File: src/rtl/dadda_pkg.sv
// dadda_pkg: shared definitions for the Dadda multiplier datapath.
//   cpa_state_t  : state encoding of the final carry-propagate adder FSM
//   DADDA_WIDTH  : default product width, shared with the reduction tree
//   DADDA_CHUNK  : default bits resolved per cycle by dadda_cpa
package dadda_pkg;

  typedef enum logic [1:0] {
    IDLE = 2'd0,
    ADD  = 2'd1,
    DONE = 2'd2
  } cpa_state_t;

  localparam int DADDA_WIDTH = 16;
  localparam int DADDA_CHUNK = 4;

endpackage

File: src/rtl/dadda_cpa_slice.sv
// full_adder : one-bit full adder cell, also used by the reduction tree.
//   a, b, cin -> sum, cout
// cpa_slice  : CHUNK-bit ripple-carry adder built from full_adder cells.
//   a, b  [CHUNK-1:0] operand chunks
//   cin               carry into bit 0
//   sum   [CHUNK-1:0] chunk sum
//   cout              carry out of bit CHUNK-1
module full_adder (
  input  logic a,
  input  logic b,
  input  logic cin,
  output logic sum,
  output logic cout
);

  assign sum  = a ^ b ^ cin;
  assign cout = (a & b) | (cin & (a ^ b));

endmodule

module cpa_slice #(
  parameter int CHUNK = 4
) (
  input  logic [CHUNK-1:0] a,
  input  logic [CHUNK-1:0] b,
  input  logic             cin,
  output logic [CHUNK-1:0] sum,
  output logic             cout
);

  logic [CHUNK:0] carry_s;

  assign carry_s[0] = cin;

  for (genvar i = 0; i < CHUNK; i++) begin : g_bit
    full_adder u_fa (
      .a    (a[i]),
      .b    (b[i]),
      .cin  (carry_s[i]),
      .sum  (sum[i]),
      .cout (carry_s[i+1])
    );
  end

  assign cout = carry_s[CHUNK];

endmodule

File: src/rtl/dadda_cpa.sv
// dadda_cpa: final carry-propagate adder after the Dadda reduction tree.
// Resolves the redundant (sum row, carry row) pair into a binary product,
// CHUNK bits per cycle, using one shared cpa_slice.
//   clk, rst            : clock, asynchronous active-high reset
//   in_valid / in_ready : input handshake (in_ready high only in IDLE)
//   in_sum, in_carry    : rows to add, result = in_sum + in_carry mod 2^WIDTH
//   out_valid/out_ready : output handshake (out_valid high in DONE)
//   out_prod, out_cout  : resolved product and carry out of bit WIDTH-1
// Optional build macro DADDA_CPA_SKIP_EN: stop early once the remaining
// upper operand bits are zero and no carry is pending.
module dadda_cpa
  import dadda_pkg::*;
#(
  parameter int WIDTH = DADDA_WIDTH,
  parameter int CHUNK = DADDA_CHUNK
) (
  input  logic             clk,
  input  logic             rst,
  input  logic             in_valid,
  output logic             in_ready,
  input  logic [WIDTH-1:0] in_sum,
  input  logic [WIDTH-1:0] in_carry,
  output logic             out_valid,
  input  logic             out_ready,
  output logic [WIDTH-1:0] out_prod,
  output logic             out_cout
);

  localparam int NCH  = WIDTH / CHUNK;
  localparam int IDXW = (NCH > 1) ? $clog2(NCH) : 1;

  if ((CHUNK < 1) || ((WIDTH % CHUNK) != 0)) begin : g_bad_cfg
    $error("dadda_cpa: CHUNK must be >= 1 and divide WIDTH");
  end

  cpa_state_t       state_r;
  cpa_state_t       state_nx_s;
  logic [WIDTH-1:0] a_r;
  logic [WIDTH-1:0] b_r;
  logic [WIDTH-1:0] result_r;
  logic             carry_r;
  logic [IDXW-1:0]  idx_r;
  logic             out_cout_r;
  logic             out_valid_r;
  logic [CHUNK-1:0] a_chunk_s;
  logic [CHUNK-1:0] b_chunk_s;
  logic [CHUNK-1:0] slice_sum_s;
  logic             slice_cout_s;
  logic             last_s;
  logic             skip_s;
  logic             finish_s;

  // Select the operand chunk addressed by the index counter.
  always_comb begin
    a_chunk_s = {CHUNK{1'b0}};
    b_chunk_s = {CHUNK{1'b0}};
    for (int i = 0; i < NCH; i++) begin
      a_chunk_s = (idx_r == IDXW'(i)) ? a_r[i*CHUNK +: CHUNK] : a_chunk_s;
      b_chunk_s = (idx_r == IDXW'(i)) ? b_r[i*CHUNK +: CHUNK] : b_chunk_s;
    end
  end

  cpa_slice #(
    .CHUNK (CHUNK)
  ) u_slice (
    .a    (a_chunk_s),
    .b    (b_chunk_s),
    .cin  (carry_r),
    .sum  (slice_sum_s),
    .cout (slice_cout_s)
  );

  assign last_s = (idx_r == IDXW'(NCH - 1));

`ifdef DADDA_CPA_SKIP_EN
  // Early exit: nothing left above the current chunk and no carry to ripple.
  always_comb begin
    skip_s = 1'b0;
    for (int i = 0; i < NCH - 1; i++) begin
      skip_s = (idx_r == IDXW'(i))
             ? (~slice_cout_s & (((a_r | b_r) >> ((i + 1) * CHUNK)) == {WIDTH{1'b0}}))
             : skip_s;
    end
  end
`else
  assign skip_s = 1'b0;
`endif

  assign finish_s = last_s | skip_s;

  // Next-state logic of the IDLE -> ADD -> DONE sequence.
  always_comb begin
    state_nx_s = state_r;
    case (state_r)
      IDLE: begin
        if (in_valid) begin
          state_nx_s = ADD;
        end else begin
          state_nx_s = IDLE;
        end
      end
      ADD: begin
        if (finish_s) begin
          state_nx_s = DONE;
        end else begin
          state_nx_s = ADD;
        end
      end
      DONE: begin
        if (out_ready) begin
          state_nx_s = IDLE;
        end else begin
          state_nx_s = DONE;
        end
      end
      default: state_nx_s = IDLE;
    endcase
  end

  // State register; out_valid is registered alongside it from the next state.
  always_ff @(posedge clk or posedge rst) begin
    if (rst) begin
      state_r     <= IDLE;
      out_valid_r <= 1'b0;
    end else begin
      state_r     <= state_nx_s;
      out_valid_r <= (state_nx_s == DONE);
    end
  end

  // Operand capture, per-chunk result write-back, carry and index update.
  always_ff @(posedge clk or posedge rst) begin
    if (rst) begin
      a_r        <= {WIDTH{1'b0}};
      b_r        <= {WIDTH{1'b0}};
      result_r   <= {WIDTH{1'b0}};
      carry_r    <= 1'b0;
      idx_r      <= {IDXW{1'b0}};
      out_cout_r <= 1'b0;
    end else begin
      case (state_r)
        IDLE: begin
          if (in_valid) begin
            a_r        <= in_sum;
            b_r        <= in_carry;
            // Cleared so that chunks skipped by early exit read as zero.
            result_r   <= {WIDTH{1'b0}};
            carry_r    <= 1'b0;
            idx_r      <= {IDXW{1'b0}};
            out_cout_r <= 1'b0;
          end
        end
        ADD: begin
          for (int i = 0; i < NCH; i++) begin
            if (idx_r == IDXW'(i)) begin
              result_r[i*CHUNK +: CHUNK] <= slice_sum_s;
            end
          end
          carry_r <= slice_cout_s;
          idx_r   <= idx_r + IDXW'(1);
          // On an early exit slice_cout_s is 0, which is the correct cout.
          if (finish_s) begin
            out_cout_r <= slice_cout_s;
          end
        end
        default: begin
        end
      endcase
    end
  end

  assign in_ready  = (state_r == IDLE);
  assign out_valid = out_valid_r;
  assign out_prod  = result_r;
  assign out_cout  = out_cout_r;

endmodule

File: config.mk
export PLATFORM = sky130hd
export DESIGN_NAME = dadda_cpa
export DESIGN_NICKNAME = d
export VERILOG_FILES = /design/src/rtl/dadda_pkg.sv /design/src/rtl/dadda_cpa_slice.sv /design/src/rtl/dadda_cpa.sv
export SDC_FILE = /design/constraint.sdc
export NUM_CORES = 1
export LEC_CHECK = 0
export ABC_AREA = 1
export CAP_MARGIN = 20
export CORE_MARGIN = 1
export CORE_UTILIZATION = 55
export DETAILED_ROUTE_END_ITERATION = 7
export GPL_TIMING_DRIVEN = 0
export PLACE_DENSITY = 0.93
export SETUP_SLACK_MARGIN = 0.3
export SYNTH_ARGS = -nofsm -noshare
export SYNTH_HDL_FRONTEND = slang
export SYNTH_SLANG_ARGS = --single-unit
File: constraint.sdc
create_clock -name clk -period 4.6 [get_ports clk]
set_input_delay 1.15 -clock clk [delete_from_list [all_inputs] [get_ports clk]]
set_output_delay 1.15 -clock clk [all_outputs]
set_load 0.02 [all_outputs]
# Word level (Yosys, flattened, before mapping)
# Cells that the tools add are included.
[word_totals] regBits=55 inputBits=36 output_inout_bits=19 elab_cells=76
[classes] n_bitwise=20 n_eq_ne=11 n_mux=24 reduce_logical=9 addsub=1
[op_table] op="4-bit 2-to-1 mux" n=12
[op_table] op="16-bit one-hot mux with 2 select lines" n=1
[op_table] op="16-bit 2-to-1 mux" n=1
[op_table] op="3-bit AND reduction" n=4
[op_table] op="2-bit != test (second input constant)" n=5
[op_table] op="1-bit AND" n=8
[op_table] op="2-bit equality test (second input constant)" n=4
[op_table] op="1-bit XOR" n=8
[op_table] op="2-bit 2-to-1 mux" n=3
[op_table] op="2-bit one-hot mux with 3 select lines" n=1
[op_table] op="2-bit by 1-bit equality test with 1-bit output (second input constant)" n=2
[op_table] op="2-bit logical NOT" n=2
[op_table] op="1-bit bitwise OR" n=4
[op_table] op="1-bit one-hot mux with 2 select lines" n=2
[op_table] op="2-bit one-hot mux with 2 select lines" n=1
[op_table] op="2-bit AND reduction" n=2
[op_table] op="1-bit 2-to-1 mux" n=3
[op_table] op="2-bit by 1-bit adder with 2-bit output (second input constant)" n=1
[op_table] op="2-bit nonzero test" n=1

# Logic depth before layout (Yosys ltp)
# Gate-level depths: netlist (run 1).
[logic_depth] word_depth=16 ltp_mapped=17 depth_no_buf=16

# By module
# Synthesis (run 1) repeated with hierarchy kept, for this count alone.
[unflattened] hier_cells=332 hier_area_um2=2693.8
[by_module_without_submodules] mod="dadda_cpa" cells_each=328 area_each_um2=2613.8 seq_area_each_um2=1376.3 n_inst=1
[by_module_without_submodules] mod="full_adder" cells_each=1 area_each_um2=20.0 seq_area_each_um2=0.0 n_inst=4

# Worst setup path after synthesis (run 1)
# Ideal clock, no wire load.
[synth_timing] path_kind="register -> register" startpoint="register idx_r[1]" endpoint="register result_r[11], in the netlist out_prod[11]" stages_incl_launch_ff=18 slack_ps=1612 setup_time_ps=65 period_less_slack_ps=2988 n_path_buf=1 t_arrival_ps=2923 t_required_ps=4535 cell_sequence="dfrtp_1 inv_1 ha_1 buf_4 clkinv_1 nand2_1 nand3_1 nand2_1 nand2_1 fa_1 fa_1 inv_1 fa_1 inv_1 fa_1 nor2_1 nand2_1 nand2_1"
[synth_between] elab_chain_len=15 word_cells_on_any_way=30 cone_classes="eq/ne: 4; mux: 10; bitwise: 14; reduce/logical: 2"
[synth_rtl] element="from (decl)" line="dadda_cpa.sv:42" text="logic [IDXW-1:0] idx_r;"
[synth_rtl] element="from (signal assigned)" line="dadda_cpa.sv:138" text="idx_r <= {IDXW{1'b0}};"
[synth_rtl] element="from (signal assigned)" line="dadda_cpa.sv:149" text="idx_r <= {IDXW{1'b0}};"
[synth_rtl] element="from (signal assigned)" line="dadda_cpa.sv:160" text="idx_r <= idx_r + IDXW'(1);"
[synth_rtl] element="2-bit logical NOT" line="dadda_cpa.sv:58, dadda_cpa.sv:59"
[synth_rtl] element="4-bit 2-to-1 mux, on equally long branches (4 in series)" line="dadda_cpa.sv:58, dadda_cpa.sv:59"
[synth_rtl] element="1-bit XOR" line="dadda_cpa_slice.sv:17" text="assign cout = (a & b) | (cin & (a ^ b));"
[synth_rtl] element="1-bit AND" line="dadda_cpa_slice.sv:17"
[synth_rtl] element="1-bit bitwise OR" line="dadda_cpa_slice.sv:17"
[synth_rtl] element="1-bit AND" line="dadda_cpa_slice.sv:17"
[synth_rtl] element="1-bit bitwise OR" line="dadda_cpa_slice.sv:17"
[synth_rtl] element="1-bit AND" line="dadda_cpa_slice.sv:17"
[synth_rtl] element="1-bit bitwise OR" line="dadda_cpa_slice.sv:17"
[synth_rtl] element="1-bit XOR" line="dadda_cpa_slice.sv:16" text="assign sum = a ^ b ^ cin;"
[synth_rtl] element="4-bit 2-to-1 mux" line="dadda_cpa.sv:155" text="if (idx_r == IDXW'(i)) begin"
[synth_rtl] element="16-bit one-hot mux with 2 select lines" line="dadda_cpa.sv:141" text="case (state_r)"
[synth_rtl] element="to (signal assigned)" line="dadda_cpa.sv:136" text="result_r <= {WIDTH{1'b0}};"
[synth_rtl] element="to (signal assigned)" line="dadda_cpa.sv:147" text="result_r <= {WIDTH{1'b0}};"
[synth_rtl] element="to (signal, indexed assignment)" line="dadda_cpa.sv:156" text="result_r[i*CHUNK +: CHUNK] <= slice_sum_s;"
[synth_rtl] element="to (decl)" line="dadda_cpa.sv:40" text="logic [WIDTH-1:0] result_r;"
# Parallel ways exist; a longest one is shown, timed or not. The select of a mux whose other input is x is not followed.
# A chain may end at the register's enable or synchronous reset.

# Worst setup path in the final report (run 1)
[layout_timing] startpoint="register idx_r[1]" endpoint="register result_r[7], in the netlist out_prod[7]"
# The elaborated chain is that of the path after synthesis.

==> results of run 1 <==
==> sequential cells by signal, indices dropped and copies added (netlist names) <==
signal,cells
carry_r,1
out_prod,16
a_r,16
idx_r,2
out_cout,1
out_valid,1
state_r,2
b_r,16
==> routing by layer <==
layer	track usage, %	routed length, µm	up-vias
li1	-	-	1148
met1	34.2	2700	1084
met2	44.3	3110	71
met3	4.17	303	8
met4	9.59	114	0
met5	0	0	-
==> how the worst min path moves through the flow <==
stage,slack [ps],cells past startpoint,to,start
final,480,2,out_prod[8],out_prod[8]
after global routing,500,2,out_prod[8],out_prod[8]
after CTS,480,2,b_r[12],b_r[12]
after detailed placement,460,2,b_r[12],b_r[12]
after global placement,450,2,b_r[15],b_r[15]
after floorplan,430,2,b_r[12],b_r[12]
==> worst register-to-register path: stages (launching register included) <==
cell and delay [ps]:
dfrtp_1 410, inv_1 120, ha_1 180, buf_4 160, clkinv_1 280, nand2_1 150
nand3_1 120, nand2_1 90, nand2_1 70, fa_1 400, fa_1 390, inv_1 80
fa_1 160, inv_1 50, fa_1 430, nor2_1 310, nand2_1 110, nand2_1 80
==> through the flow <==
stage | area, µm² | power [mW]
6_report | 3440 | 2.57
5_1_grt | 3440 | 2.80
4_1_cts | 3440 | 2.57
3_5_place_dp | 3340 | 2.29
2_1_floorplan | 2710 | 1.82
3_3_place_gp | 3320 | 2.21
==> logic make-up after synthesis <==
| logic type | Yosys count |
|---|---|
| fa+ha+maj | 8 |
| compound gates | 32 |
| simple gates | 194 |
| flops | 55 |
| buf+inv | 38 |
==> cells in the final DEF (no fill, tap or decap) <==
cell,n
nand2_1,130
dfrtp_1,55
clkdlybuf4s50_1,53
nand3_1,36
a21oi_1,22
inv_1,20
nor2_1,17
clkbuf_8,6
nand2_2,5
buf_2,4
buf_4,4
clkbuf_1,4
fa_1,4
ha_1,4
buf_6,3
or2_2,3
nand2_4,2
inv_2,2
o21ai_2,2
o31ai_1,2
a21boi_0,2
a21oi_2,2
nor2_8,1
clkinv_1,1
o21ai_0,1
o21bai_2,1
clkinv_4,1
clkinvlp_4,1
buf_12,1
==> where the power goes <==
| group | internal (mW) | switching (mW) | total (mW) |
|---|---|---|---|
| combinational | 0.548 | 0.922 | 1.47 |
| clock | 0.123 | 0.162 | 0.285 |
| sequential | 0.704 | 0.113 | 0.817 |
| total | 1.38 | 1.20 | 2.57 |
==> area by class of cell <==
type | instances | area, µm²
Buffer | 15 | 98.8
Clock buffer | 6 | 82.6
Clock inverter | 2 | 16.3
Fill cell | 350 | 1280
Inverter | 23 | 86.3
Multi-Input combinational cell | 234 | 1150
Sequential cell | 55 | 1380
Tap cell | 67 | 83.8
Timing Repair Buffer | 54 | 551
==> summary.md, run 1 <==
| Metric | Value |
|---|---|
| FF-to-FF Start | idx_r[1] |
| Final worst path period share | 79.3% |
| Post-synthesis cell area | 2710 µm² |
| Inst Count DP | 448 |
| CP Depth | 17 |
| Die span in y | 72.2 µm |
| Reg2reg setup slack | 950 ps |
| Number of clock buffers inserted by TritonCTS | 5 |
| Number of enable flip-flop cells after synthesis | 0 |
| CP Class | flop to flop |
| CTS tree | built |
| Data arrival time of the critical path | 3910 ps |
| First-pass GRT wire length | 10,400 µm |
| Vias in the first global route | 2,235 |
| First element of the critical path | idx_r[1] |
| Worst Path Required | 4860 ps |
| Area enclosed by the die boundary | 5210 µm² |
| Highest ir drop seen on vdd | 0.328 mV |
| Power density of the placed cells | 748 nW/µm² |
| Number of nets in the layout | 432 |
| Area growth syn-to-layout | 27.1% |
| Per-instance average area after synthesis | 8.28 µm² |
| Setup repair after global routing missed its margin | no |
| Insertion delay of the later-clocked pin in the worst-skew pair | 320 ps |
| Mux share of post-synthesis cell area | 0% |
| Clock period minus final worst setup slack | 3650 ps |
| Placement row count | 25 |
| Count of state elements after synthesis | 55 |
| Bufs on Longest Clock Path | 2 |
| Maxcap violations | 0 |
| Worst path cell trace | inv_1 > ha_1 > buf_4 > clkinv_1 > nand2_1 > nand3_1 > nand2_1 > nand2_1 > fa_1 > fa_1 > inv_1 > fa_1 > inv_1 > fa_1 > nor2_1 > nand2_1 > nand2_1 |
| Antenna violations before repair | 0 |
| Simple-gate portion of the synthesized area | 30.5% |
| Hold slack | 478 ps |
| Worst clock skew | 7.63 ps |
| Post-CTS Setup Repair Bufs | 0 |
| Detailed Route WL | 6230 µm |
| Biggest fanout along the worst timing path | 10 |
| Number of different library cells in the post-synthesis netlist | 24 |
| Post-synthesis compound-gate area fraction | 7.07% |
| Clock transition at the registers of the reported paths | 100 ps |
| Die X | 72.2 µm |
| RD Place Congestion | 0.899 |
| Worst reg2reg path endpoint | out_prod[7] |
| Dominant combinational cell family by area after synthesis | simple AND/OR/NAND/NOR gates |
| Final hold viol count | 0 |
| Static power due to leakage | 1.76 nW |
| Most used standard cell by instance count after synthesis | nand2_1 |
| GR Util All Layers | 26.2% |
| # hold bufs at CTS | 0 |
| Vias per std cell | 5.07 |
| Critical path endpoint category | flop |
| Largest area contributor in the synthesized netlist | dfrtp_1 |
| Starting Density | 57.3% |
| Count of cells resized by post-cts repair | 0 |
| Synthesis Warnings | 0 |
| Outcome | finished clean |
| Remaining antenna violation count after routing | 0 |
| Final setup violation count | 0 |
| Commonest cells in the netlist | 130 x nand2_1, 55 x dfrtp_1, 36 x nand3_1 |
| Maximum number of pins on one net before global-route repair | 31 |
| Drc violations | 0 |
| TNS Setup | 0 ps |
| Number of levels in the clock H-tree | 2 |
| Transition at the pin with the smallest max-transition slack | 550 ps |
| Max Slew Vio Count | 0 |
| Adder and majority gate portion of the synthesized area | 4.81% |
| Share of the synthesized netlist area taken by xor and xnor gates | 0% |
| Worst hold-check path type | flop to flop |
| Dominant cells by area after synthesis | dfrtp_1 51%, nand2_1 18%, nand3_1 6.7% |
| Worst setup endpoint | out_prod[7] |
| Most common flop cell mapped by yosys | dfrtp_1 |
| Inserted Diodes | 0 |
| Worst Slack Setup Final | 952 ps |
| Total overflow reported by the global router | 0 |
| Seq/Total Area, Yosys | 50.8% |
| Share of layout cells above drive strength 1 | 9.77% |
| Core Box Area | 4720 µm² |
| Count of port buffers added during placement | 53 |
| CP Launch Type | flop |
| HPWL reported at the end of detailed placement | 4650 µm |
| Reg2Reg Depth | 17 |
| Cell with the largest stage delay on the worst path | fa_1 |
| Instance count of the mapped netlist | 327 |
| Library cell used as clock root buffer | clkbuf_8 |
| Buffers plus inverters on the worst setup path | 5 |
| Number of nets produced by synthesis | 371 |
| Final cell count without fillers | 456 |
| Drt first pass iters | 4 |
| Average routed wire per standard cell | 13.7 µm |
| Count of boundary I/O pins | 55 |
| Vias | 2,311 |
| Worst-case setup slack after placement | 1010 ps |
| Post-synth top area share | 50.8% |
| Final cell utilization of the core | 72.8% |
| Cell type group with the largest total delay on the critical path | adder cells |
| Max incr delay on CP | 430 ps |
| Clock sink count | 55 |
| Most repeated library cell on the critical path | nand2_1 |
| 1st-iter DRT viols | 187 |
| Max Freq | 274 MHz |
| FFs w/ async S/R, synth | 100% |
| Relative max-transition margin | 63.3% |
Note: power is estimated with default switching activity, not from simulation.
==> inputs of run 2 (changes only) <==
Settings changed: CORE_UTILIZATION 55 to 51, PLACE_DENSITY 0.93 to 0.87.
Clock period 4.6 ns to 3.55 ns, I/O delays scaled along.
==> run 2 against run 1 <==
Against the previous run:
- clock power up 45%
- sequential cell count unchanged
- first-iteration DRC count fell by 25%
- critical path type unchanged
- largest cell class unchanged
- largest power group unchanged
- highest routed layer unchanged
==> summary.md, run 2 (synthesis results as in run 1) <==
| Metric | Value |
|---|---|
| Outcome | finished clean |
| Worst clock skew | 11.2 ps (+3.62 ps) |
| Net switching component of the power | 1.56 mW (+30%) |
| Sequential fraction of design power | 30.7% (-1.1 points) |
| Highest ir drop seen on vdd | 0.442 mV (+35%) |
| Number of fill cells | 405 (+16%) |
| Vias | 2,311 (unchanged) |
| Placement row count | 26 (+4.0%) |
| Average routed wire per standard cell | 13.0 µm (-4.7%) |
| Share of total power consumed by net switching | 45.2% (-1.3 points) |
| 1st-iter DRT viols | 140 (-25%) |
| Max Slew Vio Count | 0 (unchanged) |
| Clock period minus final worst setup slack | 3080 ps (-570 ps) |
| Worst hold-check path type | flop to flop |
| Clock sink count | 55 (unchanged) |
| Share of layout cells above drive strength 1 | 12.3% (+2.5 points) |
| # hold bufs at CTS | 0 (unchanged) |
| Maxcap violations | 0 (unchanged) |
| Insertion delay of the later-clocked pin in the worst-skew pair | 310 ps (about the same) |
| Pint | 1.89 mW (+38%) |
| RD Place Congestion | 0.866 (-3.6%) |
| Drc violations | 0 (unchanged) |
| Number of levels in the clock H-tree | 2 (unchanged) |
| HPWL reported at the end of detailed placement | 4640 µm (-0.14%) |
| Area growth syn-to-layout | 29.2% |
| CP Launch Type | flop |
| Vias per std cell | 5.01 (-1.1%) |
| First-pass GRT wire length | 10,000 µm (-3.1%) |
| Transition at the pin with the smallest max-transition slack | 511 ps (-39.2 ps) |
| Worst Path Required | 3800 ps (-1060 ps) |
| Post-route design area | 3500 µm² (+1.6%) |
| Count of boundary I/O pins | 55 (unchanged) |
| Data arrival time of the critical path | 3320 ps (-590 ps) |
| Starting Density | 53.0% (-4.3 points) |
| Bufs on Longest Clock Path | 2 (unchanged) |
| Leading cell type in the layout, fill and taps excluded | nand2_1 |
| TNS Setup | 0 ps (unchanged) |
| Final hold viol count | 0 (unchanged) |
| Setup repair after global routing missed its margin | no |
| Number of nets in the layout | 434 (+0.46%) |
| Maximum number of pins on one net before global-route repair | 33 (+6.5%) |
| Final setup violation count | 0 (unchanged) |
| Total power after layout | 3.45 mW (+34%) |
| Clock transition at the registers of the reported paths | 100 ps (about the same) |
| GR Util All Layers | 23.9% (-2.3 points) |
| Antenna violations before repair | 0 (unchanged) |
| Power density of the placed cells | 987 nW/µm² (+32%) |
| Total overflow reported by the global router | 0 (unchanged) |
| Library cell used as clock root buffer | clkbuf_8 |
| Static power due to leakage | 1.79 nW (+1.7%) |
| Fraction of power consumed by the clock network | 12.0% (+0.9 points) |
| Number of clock buffers inserted by TritonCTS | 5 (unchanged) |
| Final worst path period share | 86.7% (+7.4 points) |
| Count of port buffers added during placement | 53 (unchanged) |
| Portion of total power attributed to combinational logic | 57.3% (+0.2 points) |
| Area enclosed by the die boundary | 5600 µm² (+7.6%) |
| Core Box Area | 5110 µm² (+8.1%) |
| CP Class | flop to flop |
| Remaining antenna violation count after routing | 0 (unchanged) |
| Max Freq | 325 MHz (+19%) |
| Relative max-transition margin | 65.9% (+2.6 points) |
| Inserted Diodes | 0 (unchanged) |
| Drt first pass iters | 4 (unchanged) |
| Detailed Route WL | 6000 µm (-3.6%) |
| Die X | 74.9 µm (+3.7%) |
| Vias in the first global route | 2,274 (+1.7%) |
| Instance area at placement | 3350 µm² (+0.11%) |
| Commonest non-fill, non-tap cells in the layout | 130 x nand2_1, 55 x dfrtp_1, 53 x clkdlybuf4s50_1, 36 x nand3_1, 22 x a21oi_1 |
| Critical path endpoint category | flop |
| Biggest fanout along the worst timing path | 10 (unchanged) |
| CTS tree | built |
| Die span in y | 74.9 µm (+3.7%) |
[run 2: through the flow]
step	setup slack, ps	std cells	hold WS, ps	util (%)
floorplan	562	327	434	-
global placement	107	450	455	65.1
detailed placement	73.9	451	458	65.5
CTS	323	459	482	68.0
global route	326	461	503	68.5
finish	472	461	480	68.5
[run 2: power by group through the flow]
stage	combinational [mW]	sequential [mW]	clock, mW
floorplan	1.24	1.12	0
global placement	1.81	1.06	0
detailed placement	1.87	1.07	0
CTS	1.95	1.06	0.421
global route	2.21	1.09	0.441
finish	1.98	1.06	0.413
[run 2: layout make-up]
cell class	count	area (µm²)	share of cell area, %
well taps	70	87.6	2.50
plain buffers	15	108	3.08
multi-input cells	234	1160	33.1
flip-flops and latches	55	1380	39.4
repair buffers	56	566	16.2
clock inverters	3	43.8	1.25
inverters	23	91.3	2.61
clock buffers	5	68.8	1.97
[run 2: path summary, 6_finish.rpt]
check,start,endpoint,slack (ps),cells past startpoint
hold reg to reg,out_prod[0],out_prod[0],480,2
max in group asynchronous,rst,b_r[12],2080,3
setup / recovery,idx_r[1],out_prod[7],470,17
setup reg to reg,idx_r[1],out_prod[7],470,17
hold / removal,out_prod[0],out_prod[0],480,2
min in group asynchronous,rst,a_r[5],920,2
[run 2: what timing repair did]
action / in CTS / in global routing
resized for setup: 5 / 11
buffers inserted: 0 / 2
pin swaps: 0 / 1
setup endpoints to repair: 6 / 6
hold endpoints to repair: 0 / 0
[run 2: routing by layer]
metal  GRT usage, %  part of all wire, %
met5              0                    0
met4           6.92                  1.8
met3           3.75                  4.1
met2           41.9                   49
met1           30.5                   45
[run 2: critical path, cell delays in order, from the launching register on]
cell and delay [ps]:
dfrtp_1 440, inv_2 90, ha_1 150, buf_6 130, clkinv_4 90, nand2_1 80, nand3_1 110, nand2_1 80
nand2_1 60, fa_1 380, fa_2 330, inv_1 70, fa_1 170, inv_1 60, fa_1 480, nor2_4 150
nand2_1 80, nand2_1 70
